`config.mk`:
```
export PLATFORM = sky130hd
export DESIGN_NAME = ps2_host_sender_flat
export DESIGN_NICKNAME = d
export VERILOG_FILES = /design/src/rtl/ps2_pkg.sv /design/src/rtl/ps2_host_sender_if.sv /design/src/rtl/ps2_line_filter.sv /design/src/rtl/ps2_host_sender.sv /design/src/flat_wrapper.sv
export SDC_FILE = /design/constraint.sdc
export NUM_CORES = 1
export LEC_CHECK = 0
export ABC_AREA = 0
export CAP_MARGIN = 40
export CORE_ASPECT_RATIO = 0.8
export CORE_MARGIN = 2
export CORE_UTILIZATION = 55
export DETAILED_ROUTE_END_ITERATION = 8
export MAX_ROUTING_LAYER = met4
export PLACE_DENSITY = 0.8
export SLEW_MARGIN = 20
export SYNTH_ARGS = -nofsm -noshare
export SYNTH_HDL_FRONTEND = slang
export SYNTH_SLANG_ARGS = --single-unit
```
`constraint.sdc`:
```
create_clock -name clk -period 5.3 [get_ports clk]
set_input_delay 1.06 -clock clk [delete_from_list [all_inputs] [get_ports clk]]
set_output_delay 1.06 -clock clk [all_outputs]
set_load 0.05 [all_outputs]
```
`src/rtl/ps2_pkg.sv`:
```
// Shared definitions for the PS/2 host transmitter and the scancode receiver.
// Holds the transmitter state encoding, cycle-count helpers and their default
// values at 28 MHz, status-byte bit positions and the ZX-Uno register address.
package ps2_pkg;

    typedef enum logic [2:0] {
        ST_IDLE,
        ST_INHIBIT,
        ST_REQ,
        ST_RELEASE,
        ST_SHIFT,
        ST_ACK,
        ST_WAIT_IDLE
    } ps2_state_t;

    function automatic int us_to_cyc(input int clk_hz, input int us);
        return (clk_hz / 1_000_000) * us;
    endfunction

    function automatic int ms_to_cyc(input int clk_hz, input int ms);
        return (clk_hz / 1_000) * ms;
    endfunction

    localparam int CLK_HZ_DEFAULT        = 28_000_000;
    localparam int INHIBIT_CYC_DEFAULT   = us_to_cyc(CLK_HZ_DEFAULT, 100);
    localparam int FIRST_CLK_CYC_DEFAULT = ms_to_cyc(CLK_HZ_DEFAULT, 15);
    localparam int EDGE_TMO_CYC_DEFAULT  = us_to_cyc(CLK_HZ_DEFAULT, 2000);

    // Timer wide enough for the 15 ms first-clock wait at 28 MHz (420000).
    localparam int TMR_W          = 24;
    localparam int REQ_CYC        = 16;
    // Bit index of the stop bit: 0..7 data, 8 parity, 9 stop.
    localparam int FRAME_STOP_IDX = 9;

    localparam int STAT_BUSY = 7;
    localparam int STAT_ACK  = 6;
    localparam int STAT_NACK = 5;
    localparam int STAT_TMO  = 4;

    localparam logic [7:0] ZXUNO_PS2_TX_ADDR = 8'h0E;

endpackage

```
`src/rtl/ps2_host_sender_if.sv`:
```
// ZX-Uno register-bank port as seen by one register.
//   zxuno_addr  : current register address
//   zxuno_regwr : write strobe on the data port
//   zxuno_regrd : read strobe on the data port
//   din         : CPU output data
//   dout        : register read data
//   oe_n        : low while dout is valid for the CPU
// master = CPU / bus side, slave = register side.
interface ps2_host_sender_if;
    logic [7:0] zxuno_addr;
    logic       zxuno_regwr;
    logic       zxuno_regrd;
    logic [7:0] din;
    logic [7:0] dout;
    logic       oe_n;

    modport master (
        output zxuno_addr, zxuno_regwr, zxuno_regrd, din,
        input  dout, oe_n
    );

    modport slave (
        input  zxuno_addr, zxuno_regwr, zxuno_regrd, din,
        output dout, oe_n
    );
endinterface

```
`src/rtl/ps2_line_filter.sv`:
```
// Conditions one sampled PS/2 line: 2-FF synchroniser followed by a glitch
// filter whose output level only changes once FILTER_LEN consecutive samples
// agree. One-cycle fall/rise pulses accompany each filtered level change.
//   clk, rst_n : system clock, asynchronous active-low reset
//   line_in    : raw line level
//   level      : filtered level (idle high)
//   fall, rise : one-cycle pulses on filtered 1->0 / 0->1
module ps2_line_filter #(
    parameter int FILTER_LEN = 8
) (
    input  logic clk,
    input  logic rst_n,
    input  logic line_in,
    output logic level,
    output logic fall,
    output logic rise
);

    logic                  sync_q1;
    logic                  sync_q2;
    logic [FILTER_LEN-1:0] hist_q;

    always_ff @(posedge clk or negedge rst_n) begin
        if (!rst_n) begin
            sync_q1 <= 1'b1;
            sync_q2 <= 1'b1;
            hist_q  <= '1;
            level   <= 1'b1;
            fall    <= 1'b0;
            rise    <= 1'b0;
        end else begin
            // synchroniser
            sync_q1 <= line_in;
            sync_q2 <= sync_q1;
            // glitch filter history
            hist_q  <= {hist_q[FILTER_LEN-2:0], sync_q2};
            // filtered level and edge pulses
            fall    <= 1'b0;
            rise    <= 1'b0;
            if (level && (hist_q == '0)) begin
                level <= 1'b0;
                fall  <= 1'b1;
            end else if (!level && (&hist_q)) begin
                level <= 1'b1;
                rise  <= 1'b1;
            end
        end
    end

endmodule

```
`src/rtl/ps2_host_sender.sv`:
```
// PS/2 host-to-device transmitter on the ZX-Uno register bank. A CPU write
// to REG_ADDR sends one command byte to the keyboard (inhibit, request-to-send,
// 8 data bits LSB first, odd parity, stop, device ACK). A CPU read returns
// {busy, ack_ok, nack, timeout, 4'b0}.
//   clk, rst_n         : system clock, asynchronous active-low reset
//   bus                : ZX-Uno register port (slave)
//   ps2clk_in/dat_in   : sampled PS/2 lines
//   ps2clk_drive_low   : 1 = pull the clock line low
//   ps2dat_drive_low   : 1 = pull the data line low
//   busy               : frame in flight; the receiver ignores the lines
module ps2_host_sender
    import ps2_pkg::*;
#(
    parameter int         CLK_HZ          = CLK_HZ_DEFAULT,
    parameter int         INHIBIT_US      = 100,
    parameter int         FIRST_CLK_MS    = 15,
    parameter int         EDGE_TIMEOUT_US = 2000,
    parameter logic [7:0] REG_ADDR        = ZXUNO_PS2_TX_ADDR,
    parameter int         FILTER_LEN      = 8
) (
    input  logic             clk,
    input  logic             rst_n,
    ps2_host_sender_if.slave bus,
    input  logic             ps2clk_in,
    input  logic             ps2dat_in,
    output logic             ps2clk_drive_low,
    output logic             ps2dat_drive_low,
    output logic             busy
);

    localparam logic [TMR_W-1:0] INHIBIT_LD = TMR_W'(us_to_cyc(CLK_HZ, INHIBIT_US) - 1);
    localparam logic [TMR_W-1:0] REQ_LD     = TMR_W'(REQ_CYC - 1);
    localparam logic [TMR_W-1:0] FIRST_LD   = TMR_W'(ms_to_cyc(CLK_HZ, FIRST_CLK_MS) - 1);
    localparam logic [TMR_W-1:0] EDGE_LD    = TMR_W'(us_to_cyc(CLK_HZ, EDGE_TIMEOUT_US) - 1);

    ps2_state_t       state_q, state_d;
    logic [TMR_W-1:0] cnt_q, cnt_d;
    logic [3:0]       idx_q, idx_d;
    logic [8:0]       frame_q, frame_d;
    logic             clk_low_q, clk_low_d;
    logic             dat_low_q, dat_low_d;
    logic             busy_q, busy_d;
    logic             ack_q, ack_d;
    logic             nack_q, nack_d;
    logic             tmo_q, tmo_d;
    logic             wr_prev_q;

    logic clk_filt, clk_fall, clk_rise;
    logic dat_filt, dat_fall, dat_rise;
    logic filt_unused;

    ps2_line_filter #(.FILTER_LEN(FILTER_LEN)) u_clk_filt (
        .clk     (clk),
        .rst_n   (rst_n),
        .line_in (ps2clk_in),
        .level   (clk_filt),
        .fall    (clk_fall),
        .rise    (clk_rise)
    );

    ps2_line_filter #(.FILTER_LEN(FILTER_LEN)) u_dat_filt (
        .clk     (clk),
        .rst_n   (rst_n),
        .line_in (ps2dat_in),
        .level   (dat_filt),
        .fall    (dat_fall),
        .rise    (dat_rise)
    );

    assign filt_unused = clk_rise ^ dat_fall ^ dat_rise;

    logic wr_hit, wr_rise, tmr_zero, timed;
    assign wr_hit   = (bus.zxuno_addr == REG_ADDR) && bus.zxuno_regwr;
    assign wr_rise  = wr_hit && !wr_prev_q;
    assign tmr_zero = (cnt_q == '0);
    assign timed    = state_q inside {ST_RELEASE, ST_SHIFT, ST_ACK, ST_WAIT_IDLE};

    always_comb begin
        state_d   = state_q;
        cnt_d     = cnt_q;
        idx_d     = idx_q;
        frame_d   = frame_q;
        clk_low_d = clk_low_q;
        dat_low_d = dat_low_q;
        busy_d    = busy_q;
        ack_d     = ack_q;
        nack_d    = nack_q;
        tmo_d     = tmo_q;

        unique case (state_q)
            ST_IDLE: begin
                clk_low_d = 1'b0;
                dat_low_d = 1'b0;
                if (wr_rise) begin
                    frame_d   = {~^bus.din, bus.din};
                    ack_d     = 1'b0;
                    nack_d    = 1'b0;
                    tmo_d     = 1'b0;
                    busy_d    = 1'b1;
                    clk_low_d = 1'b1;
                    cnt_d     = INHIBIT_LD;
                    state_d   = ST_INHIBIT;
                end
            end
            ST_INHIBIT: begin
                if (tmr_zero) begin
                    dat_low_d = 1'b1;
                    cnt_d     = REQ_LD;
                    state_d   = ST_REQ;
                end else begin
                    cnt_d = cnt_q - TMR_W'(1);
                end
            end
            ST_REQ: begin
                if (tmr_zero) begin
                    // Clock released, data stays low as the start bit.
                    clk_low_d = 1'b0;
                    cnt_d     = FIRST_LD;
                    idx_d     = 4'd0;
                    state_d   = ST_RELEASE;
                end else begin
                    cnt_d = cnt_q - TMR_W'(1);
                end
            end
            ST_RELEASE: begin
                state_d = ST_SHIFT;
            end
            ST_SHIFT: begin
                if (clk_fall) begin
                    if (idx_q == 4'(FRAME_STOP_IDX)) begin
                        dat_low_d = 1'b0;
                        state_d   = ST_ACK;
                    end else begin
                        dat_low_d = ~frame_q[idx_q];
                    end
                    idx_d = (idx_q == 4'hF) ? idx_q : idx_q + 4'd1;
                end
            end
            ST_ACK: begin
                if (clk_fall) begin
                    if (!dat_filt) ack_d  = 1'b1;
                    else           nack_d = 1'b1;
                    idx_d   = (idx_q == 4'hF) ? idx_q : idx_q + 4'd1;
                    state_d = ST_WAIT_IDLE;
                end
            end
            ST_WAIT_IDLE: begin
                if (clk_filt && dat_filt) begin
                    busy_d  = 1'b0;
                    state_d = ST_IDLE;
                end
            end
            default: begin
                state_d = ST_IDLE;
            end
        endcase

        // Device-paced phases share one watchdog: every device clock edge
        // reloads it, expiry abandons the frame and frees both lines.
        if (timed) begin
            if (clk_fall) begin
                cnt_d = EDGE_LD;
            end else if (tmr_zero) begin
                clk_low_d = 1'b0;
                dat_low_d = 1'b0;
                tmo_d     = 1'b1;
                busy_d    = 1'b0;
                state_d   = ST_IDLE;
            end else begin
                cnt_d = cnt_q - TMR_W'(1);
            end
        end
    end

    always_ff @(posedge clk or negedge rst_n) begin
        if (!rst_n) begin
            state_q   <= ST_IDLE;
            cnt_q     <= '0;
            idx_q     <= 4'd0;
            clk_low_q <= 1'b0;
            dat_low_q <= 1'b0;
            busy_q    <= 1'b0;
            ack_q     <= 1'b0;
            nack_q    <= 1'b0;
            tmo_q     <= 1'b0;
            wr_prev_q <= 1'b0;
        end else begin
            state_q   <= state_d;
            cnt_q     <= cnt_d;
            idx_q     <= idx_d;
            clk_low_q <= clk_low_d;
            dat_low_q <= dat_low_d;
            busy_q    <= busy_d;
            ack_q     <= ack_d;
            nack_q    <= nack_d;
            tmo_q     <= tmo_d;
            wr_prev_q <= wr_hit;
        end
    end

    // Frame shift data carries no reset; it is reloaded on every accepted write.
    always_ff @(posedge clk) begin
        frame_q <= frame_d;
    end

    logic [7:0] status;
    always_comb begin
        status            = '0;
        status[STAT_BUSY] = busy_q;
        status[STAT_ACK]  = ack_q;
        status[STAT_NACK] = nack_q;
        status[STAT_TMO]  = tmo_q;
    end

    assign bus.dout         = status;
    assign bus.oe_n         = ~((bus.zxuno_addr == REG_ADDR) && bus.zxuno_regrd);
    assign ps2clk_drive_low = clk_low_q;
    assign ps2dat_drive_low = dat_low_q;
    assign busy             = busy_q;

endmodule

```
`src/flat_wrapper.sv`:
```
// flat-port wrapper written by rule: the top's interface ports become plain ports
module ps2_host_sender_flat import ps2_pkg::*;
#(
    parameter int         CLK_HZ          = CLK_HZ_DEFAULT,
    parameter int         INHIBIT_US      = 100,
    parameter int         FIRST_CLK_MS    = 15,
    parameter int         EDGE_TIMEOUT_US = 2000,
    parameter logic [7:0] REG_ADDR        = ZXUNO_PS2_TX_ADDR,
    parameter int         FILTER_LEN      = 8
)
  (clk, rst_n, ps2clk_in, ps2dat_in, ps2clk_drive_low, ps2dat_drive_low, busy, bus_zxuno_addr, bus_zxuno_regwr, bus_zxuno_regrd, bus_din, bus_dout, bus_oe_n);
  ps2_host_sender_if bus_i ();
  input  logic clk;
  input  logic rst_n;
  input  logic ps2clk_in;
  input  logic ps2dat_in;
  output logic ps2clk_drive_low;
  output logic ps2dat_drive_low;
  output logic busy;
  input wire logic [$bits(bus_i.zxuno_addr)-1:0] bus_zxuno_addr;
  input wire logic [$bits(bus_i.zxuno_regwr)-1:0] bus_zxuno_regwr;
  input wire logic [$bits(bus_i.zxuno_regrd)-1:0] bus_zxuno_regrd;
  input wire logic [$bits(bus_i.din)-1:0] bus_din;
  output wire logic [$bits(bus_i.dout)-1:0] bus_dout;
  output wire logic [$bits(bus_i.oe_n)-1:0] bus_oe_n;
  assign bus_i.zxuno_addr = bus_zxuno_addr;
  assign bus_i.zxuno_regwr = bus_zxuno_regwr;
  assign bus_i.zxuno_regrd = bus_zxuno_regrd;
  assign bus_i.din = bus_din;
  assign bus_dout = bus_i.dout;
  assign bus_oe_n = bus_i.oe_n;
  ps2_host_sender #(.CLK_HZ(CLK_HZ), .INHIBIT_US(INHIBIT_US), .FIRST_CLK_MS(FIRST_CLK_MS), .EDGE_TIMEOUT_US(EDGE_TIMEOUT_US), .REG_ADDR(REG_ADDR), .FILTER_LEN(FILTER_LEN)) u_core (.clk(clk), .rst_n(rst_n), .bus(bus_i), .ps2clk_in(ps2clk_in), .ps2dat_in(ps2dat_in), .ps2clk_drive_low(ps2clk_drive_low), .ps2dat_drive_low(ps2dat_drive_low), .busy(busy));
endmodule
```
==> qor.csv, run 1 <==
metric,value,unit
synth_top_area_share,26.14,%
worst_slack,1.331,ns
wl,8.292,mm
finalInstanceArea,4218,sq um
seqCellArea,1824,sq um
synthArstFlopShare,87.14,%
synth_seq_cells,70,
switching_share,24.12,%
via_per_inst,6.235,
ys.flop_type,dfrtp_1,
post-synth-top-count-cell,nor2_1,
clockRootBuffer,clkbuf_8,
wl_per_cell,16.68,um
cp-start-kind,input port,
drtPass1Iterations,5,
clkLatencyLatePin,0.36,ns
crit_fanout,4,
clockPowerShare,40.9,%
skew,0.01152,ns
post-route-util,65.15,%
p_comb_share,4.4,%
htreeDepth,3,
leakage,1.528,nW
power_frac_seq,54.7,%
critPathArrivalTime,2.91,ns
fillerInstances,519,
portBuffers,29,
num_antenna_cells,0,
status,completed,
fp.dieH,77.70,um
final_net_count,434,
fmax,252.0,MHz
dpl.hpwl,5.681,mm
intPower,0.0007854,W
final_max_slew_viol_count,0,
drive_above_1_share,14.04,%
drtIter0Drc,260,
core-area,6474,sq um
syn_area,3734,sq um
critPathKind,input port to primary output,
multi_input_area,1753,sq um
pre_cts_ws,1.343,ns
ys_top_cells_by_area,"dfrtp_1, dfstp_2, edfxtp_1, nor2_1, o21ai_0",
overflow,0,
ant_nets,0,
power_switching,0.0002496,W
yosys_warnings,0,
die_width,96.12,um
period_needed,3.969,ns
post_cts_resized,0,
setup_tns,0,ns
syn_to_final_growth,12.97,%
cts_tree,built,
place_area,4020,sq um
hold_viol,0,
start_util,57.67,%
dieArea,7468,sq um
io_pins,34,
grt_start_max_net_pins,62,
post_cts_buffers,0,
ys_types,67,
tightest_slew,0.8505,ns
rsz0062_at_grt,false,
drcViolationCount,0,
synth_edf_count,9,
holdBufCountCts,0,
crit_path_end_kind,primary output,
slew_headroom,42.86,%
finalSetupViolCount,0,
grt_pass1_wl,13.70,mm
cap_violations,0,
avgSynthCellArea,9.698,sq um
ir_drop,201.1,uV
fin_crit_sh,74.88,%
grt.total_usage,24.56,%
yosys.area.top_type,dfrtp_1,
p_per_area,245.4,nW/um^2
antenna_found_initial,0,
synthTopCellsByCount,"nor2_1, dfrtp_1, nand2_1",
grt_pass1_vias,2897,
path_clk_slew,0.07,ns
cp.required,4.24,ns
row_count,26,
synthCells,385,
reg2regPathDepth,6,
vias,3099,
hold_path_depth,0,
cts_buffers,9,
hold_path_class,flip-flop to flip-flop,
gp_congestion,0.9312,
clk_path_buf_depth,2,
numClockSinks,70,
yosysSeqAreaShare,48.86,%
-- worst paths after layout --
path                                                start                   endpoint  slack, ns
worst max-delay path                    bus_zxuno_addr[5]                   bus_oe_n       1.33
worst min-delay path            u_core.u_clk_filt.sync_q1  u_core.u_clk_filt.sync_q2       0.36
worst max register to register           u_core.cnt_q[11]            u_core.cnt_q[3]       2.55
worst min register to register  u_core.u_clk_filt.sync_q1  u_core.u_clk_filt.sync_q2       0.36
max in group asynchronous                           rst_n           u_core.cnt_q[22]       3.97
min in group asynchronous                           rst_n           u_core.cnt_q[23]       0.84
-- worst max-delay path: stages --
cell	delay (ns)
clkdlybuf4s50_1	0.40
or4_4	0.56
nor2_1	0.12
nand2_1	0.07
clkdlybuf4s50_1	0.70
-- cells in the final DEF, fill, tap and decap left out, types with 6 or more instances in the layout --
master            n
edfxtp_1          9
o31ai_1           6
xor2_1            6
inv_1            10
o21ai_0          27
nor2_1           48
nor4_1            9
a21oi_1          24
a31oi_1           9
nand4_1           8
nor3_1            8
clkdlybuf4s50_1  28
dfrtp_1          39
nand2_1          33
dfstp_2          22
xnor2_1          10
nand3_1          12
clkbuf_8          9
-- per-layer routing --
metal | global-route usage [%] | up-vias | wire length (um)
li1 | - | 1449 | -
met1 | 34.45 | 1495 | 3723
met2 | 33.89 | 134 | 3749
met3 | 7.476 | 21 | 638
met4 | 8.571 | 0 | 181
met5 | - | - | 0
-- kinds of logic after synthesis --
group                      after synthesis  share of synthesized area (%)
AOI/OAI and AO/OA                      105                          18.03
xor gates and xnor gates                16                          3.753
adders and majority gates                4                          1.341
buffers and inverters                   32                          4.491
DFF                                     70                          48.86
muxes                                    3                          1.474
other                                    1                         0.1004
and+or+nand+nor                        154                          21.95
-- cell type report --
| type | instances | share of cell area, % |
|---|---|---|
| flip-flops and latches | 70 | 43.25 |
| multi-input cells | 286 | 41.56 |
| repair buffers | 31 | 7.120 |
| clock buffers | 10 | 3.530 |
| well taps | 84 | 2.492 |
| clock inverters | 6 | 1.157 |
| inverters | 10 | 0.8899 |
-- per-stage QoR --
| stage | total power (W) | std cells | hold slack, ns |
|---|---|---|---|
| 2_1_floorplan | 0.0005951 | 388 | 0.3452 |
| 3_3_place_gp | 0.0006208 | 480 | 0.3458 |
| 3_5_place_dp | 0.0006226 | 481 | 0.3479 |
| 4_1_cts | 0.001046 | 497 | 0.3620 |
| 5_1_grt | 0.001072 | 497 | 0.3678 |
| 6_report | 0.001035 | 497 | 0.3599 |
-- state kept, by name, indices dropped and copies added (netlist names), 3 cells and up --
signal / count
u_core.cnt_q: 24
u_core.u_clk_filt.hist_q: 8
u_core.idx_q: 4
u_core.u_dat_filt.hist_q: 8
u_core.state_q: 3
u_core.frame_q: 9
-- power by group through the flow --
| stage | registers [W] | logic (W) | clock network [W] |
|---|---|---|---|
| 3_5_place_dp | 0.000576 | 0.0000462 | 0 |
| 6_report | 0.000566 | 0.0000453 | 0.000423 |
| 3_3_place_gp | 0.000576 | 0.0000451 | 0 |
| 2_1_floorplan | 0.000575 | 0.0000206 | 0 |
| 5_1_grt | 0.000568 | 0.0000499 | 0.000454 |
| 4_1_cts | 0.000566 | 0.0000461 | 0.000434 |
No activity file was read; power rests on OpenSTA's default activity.
==> run 2: changes to the inputs <==
- CORE_UTILIZATION: 55 -> 52
- PLACE_DENSITY: 0.8 -> 0.79
- clock period: 5.3 -> 3.65 ns (I/O delays scaled with it)
==> qor.csv, run 2 (synthesized netlist as in run 1, its figures left out) <==
metric,value,unit,change
start_util,53.91,%,-3.8 points
portBuffers,29,,unchanged
wirelength_met1,3.942,mm,+5.9%
grt_pass1_wl,14.39,mm,+5.0%
overflow,0,,unchanged
grt_pass1_vias,3013,,+4.0%
leakage,1.542,nW,+0.97%
die_width,98.74,um,+2.7%
hold_path_class,input port to asynchronous set/reset pin,,
path_clk_slew,0.08,ns,about the same
skew,0.004830,ns,-0.006687 ns
fmax,302.8,MHz,
status,completed,,
reg2reg_to,u_core.cnt_q[3],,
core-area,6925,sq um,+7.0%
post_cts_buffers,0,,unchanged
holdBufCountCts,0,,unchanged
row_count,27,,+3.8%
r2r_setup_slack,0.96,ns,-1.59 ns
final_common_cell,nor2_1,,
crit_path_end_kind,primary output,,
clockRootBuffer,clkbuf_8,,
rsz0062_at_grt,false,,
most-common-layout-cells,"nor2_1, dfrtp_1, nand2_1, clkdlybuf4s50_1, o21ai_0",,
dpl.hpwl,6.067,mm,+6.8%
cts_tree,built,,
vias,3125,,+0.84%
wl_per_cell,17.48,um,+4.8%
crit_start,bus_zxuno_addr[5],,
syn_to_final_growth,13.47,%,
numClockSinks,70,,unchanged
grt.total_usage,23.88,%,-0.67 points
final_max_slew_viol_count,0,,unchanged
p_per_area,359.2,nW/um^2,+46%
slew_headroom,47.38,%,+4.5 points
hold_viol,0,,unchanged
finalInstanceArea,4237,sq um,+0.44%
cts_buffers,9,,unchanged
antenna_found_initial,0,,unchanged
fin_crit_sh,90.49,%,
post_cts_resized,0,,unchanged
io_pins,34,,unchanged
cap_violations,0,,unchanged
drtPass1Iterations,6,,+1
final_net_count,436,,+0.46%
ir_drop,235.9,uV,+17%
critPathKind,input port to primary output,,
finalSetupViolCount,0,,unchanged
num_antenna_cells,0,,unchanged
drtIter0Drc,264,,+1.5%
dr_wl_met2,4.037,mm,+7.7%
critPathArrivalTime,2.57,ns,-0.34 ns
via_per_inst,6.225,,-0.17%
wl,8.774,mm,+5.8%
cp-start-kind,input port,,
largest-register,u_core.cnt_q,,
clk_path_buf_depth,2,,unchanged
ant_nets,0,,unchanged
setup_tns,0,ns,unchanged
htreeDepth,3,,unchanged
place_area,4039,sq um,+0.47%
clkLatencyLatePin,0.36,ns,about the same
cp.required,2.92,ns,-1.32 ns
dieArea,7878,sq um,+5.5%
fp.dieH,79.79,um,+2.7%
drive_above_1_share,14.46,%,+0.41 points
reg2regPathDepth,6,,unchanged
tightest_slew,0.7893,ns,-0.06116 ns
top_regs,"u_core.cnt_q: 24 flops, u_core.frame_q: 9 flops",,
crit_end,bus_oe_n,,
period_needed,3.303,ns,
r2r_start,u_core.cnt_q[11],,
largest_reg_flops,24,,unchanged
highest_layer,met4,,
met3_length,634,um,-0.63%
drcViolationCount,0,,unchanged
gp_congestion,0.9023,,-3.1%
crit_fanout,4,,unchanged
grt_start_max_net_pins,41,,-34%
## run 2: critical path, cell delays in order
cell and delay [ns]:
clkdlybuf4s50_1 0.40, or4_4 0.57, nor2_1 0.12, nand2_1 0.06, clkdlybuf4s50_1 0.70
## run 2: worst min path at each step
stage	from	endpoint	slack, ns	cells after the start
finish	rst_n	u_core.cnt_q[20]	0.34	1
global route	u_core.u_dat_filt.sync_q2	u_core.u_dat_filt.hist_q[0]	0.35	0
CTS	rst_n	u_core.cnt_q[20]	0.34	1
detailed placement	u_core.u_clk_filt.sync_q2	u_core.u_clk_filt.hist_q[0]	0.35	0
floorplan	u_core.u_clk_filt.sync_q2	u_core.u_clk_filt.hist_q[0]	0.35	0
global placement	u_core.u_clk_filt.sync_q2	u_core.u_clk_filt.hist_q[0]	0.35	0
## run 2: stage by stage
| stage | util, % | setup WS [ns] | cells | hold slack, ns | total power (W) |
|---|---|---|---|---|---|
| final | 61.17 | 0.3470 | 502 | 0.3388 | 0.001522 |
| after global routing | 61.17 | 0.2852 | 502 | 0.3514 | 0.001577 |
| after CTS | 61.17 | 0.3398 | 502 | 0.3438 | 0.001535 |
| after detailed placement | 58.32 | 0.3381 | 486 | 0.3476 | 0.0009039 |
| after global placement | 58.32 | 0.3649 | 486 | 0.3462 | 0.0009018 |
| after floorplan | - | 1.150 | 388 | 0.3452 | 0.0008642 |
## run 2: area by class of cell
| cell class | instances | area (sq um) |
|---|---|---|
| fill | 577 | 2689 |
| multi-input combinational | 286 | 1753 |
| timing repair buffer | 33 | 315.3 |
| inverter | 10 | 37.54 |
| sequential | 70 | 1824 |
| tap | 87 | 108.9 |
| clock buffer | 10 | 148.9 |
| clock inverter | 6 | 48.80 |
## run 2: power by group
group / switching, W / total [W] / internal [W]
logic: 0.0000344 / 0.0000653 / 0.0000309
clock network: 0.000336 / 0.000634 / 0.000298
registers: 0.00000940 / 0.000822 / 0.000813
## run 2: routing by layer
layer | track usage [%] | vias up
li1 | - | 1455
met1 | 32.73 | 1505
met2 | 34.42 | 143
met3 | 5.954 | 22
met4 | 9.452 | 0
met5 | - | -
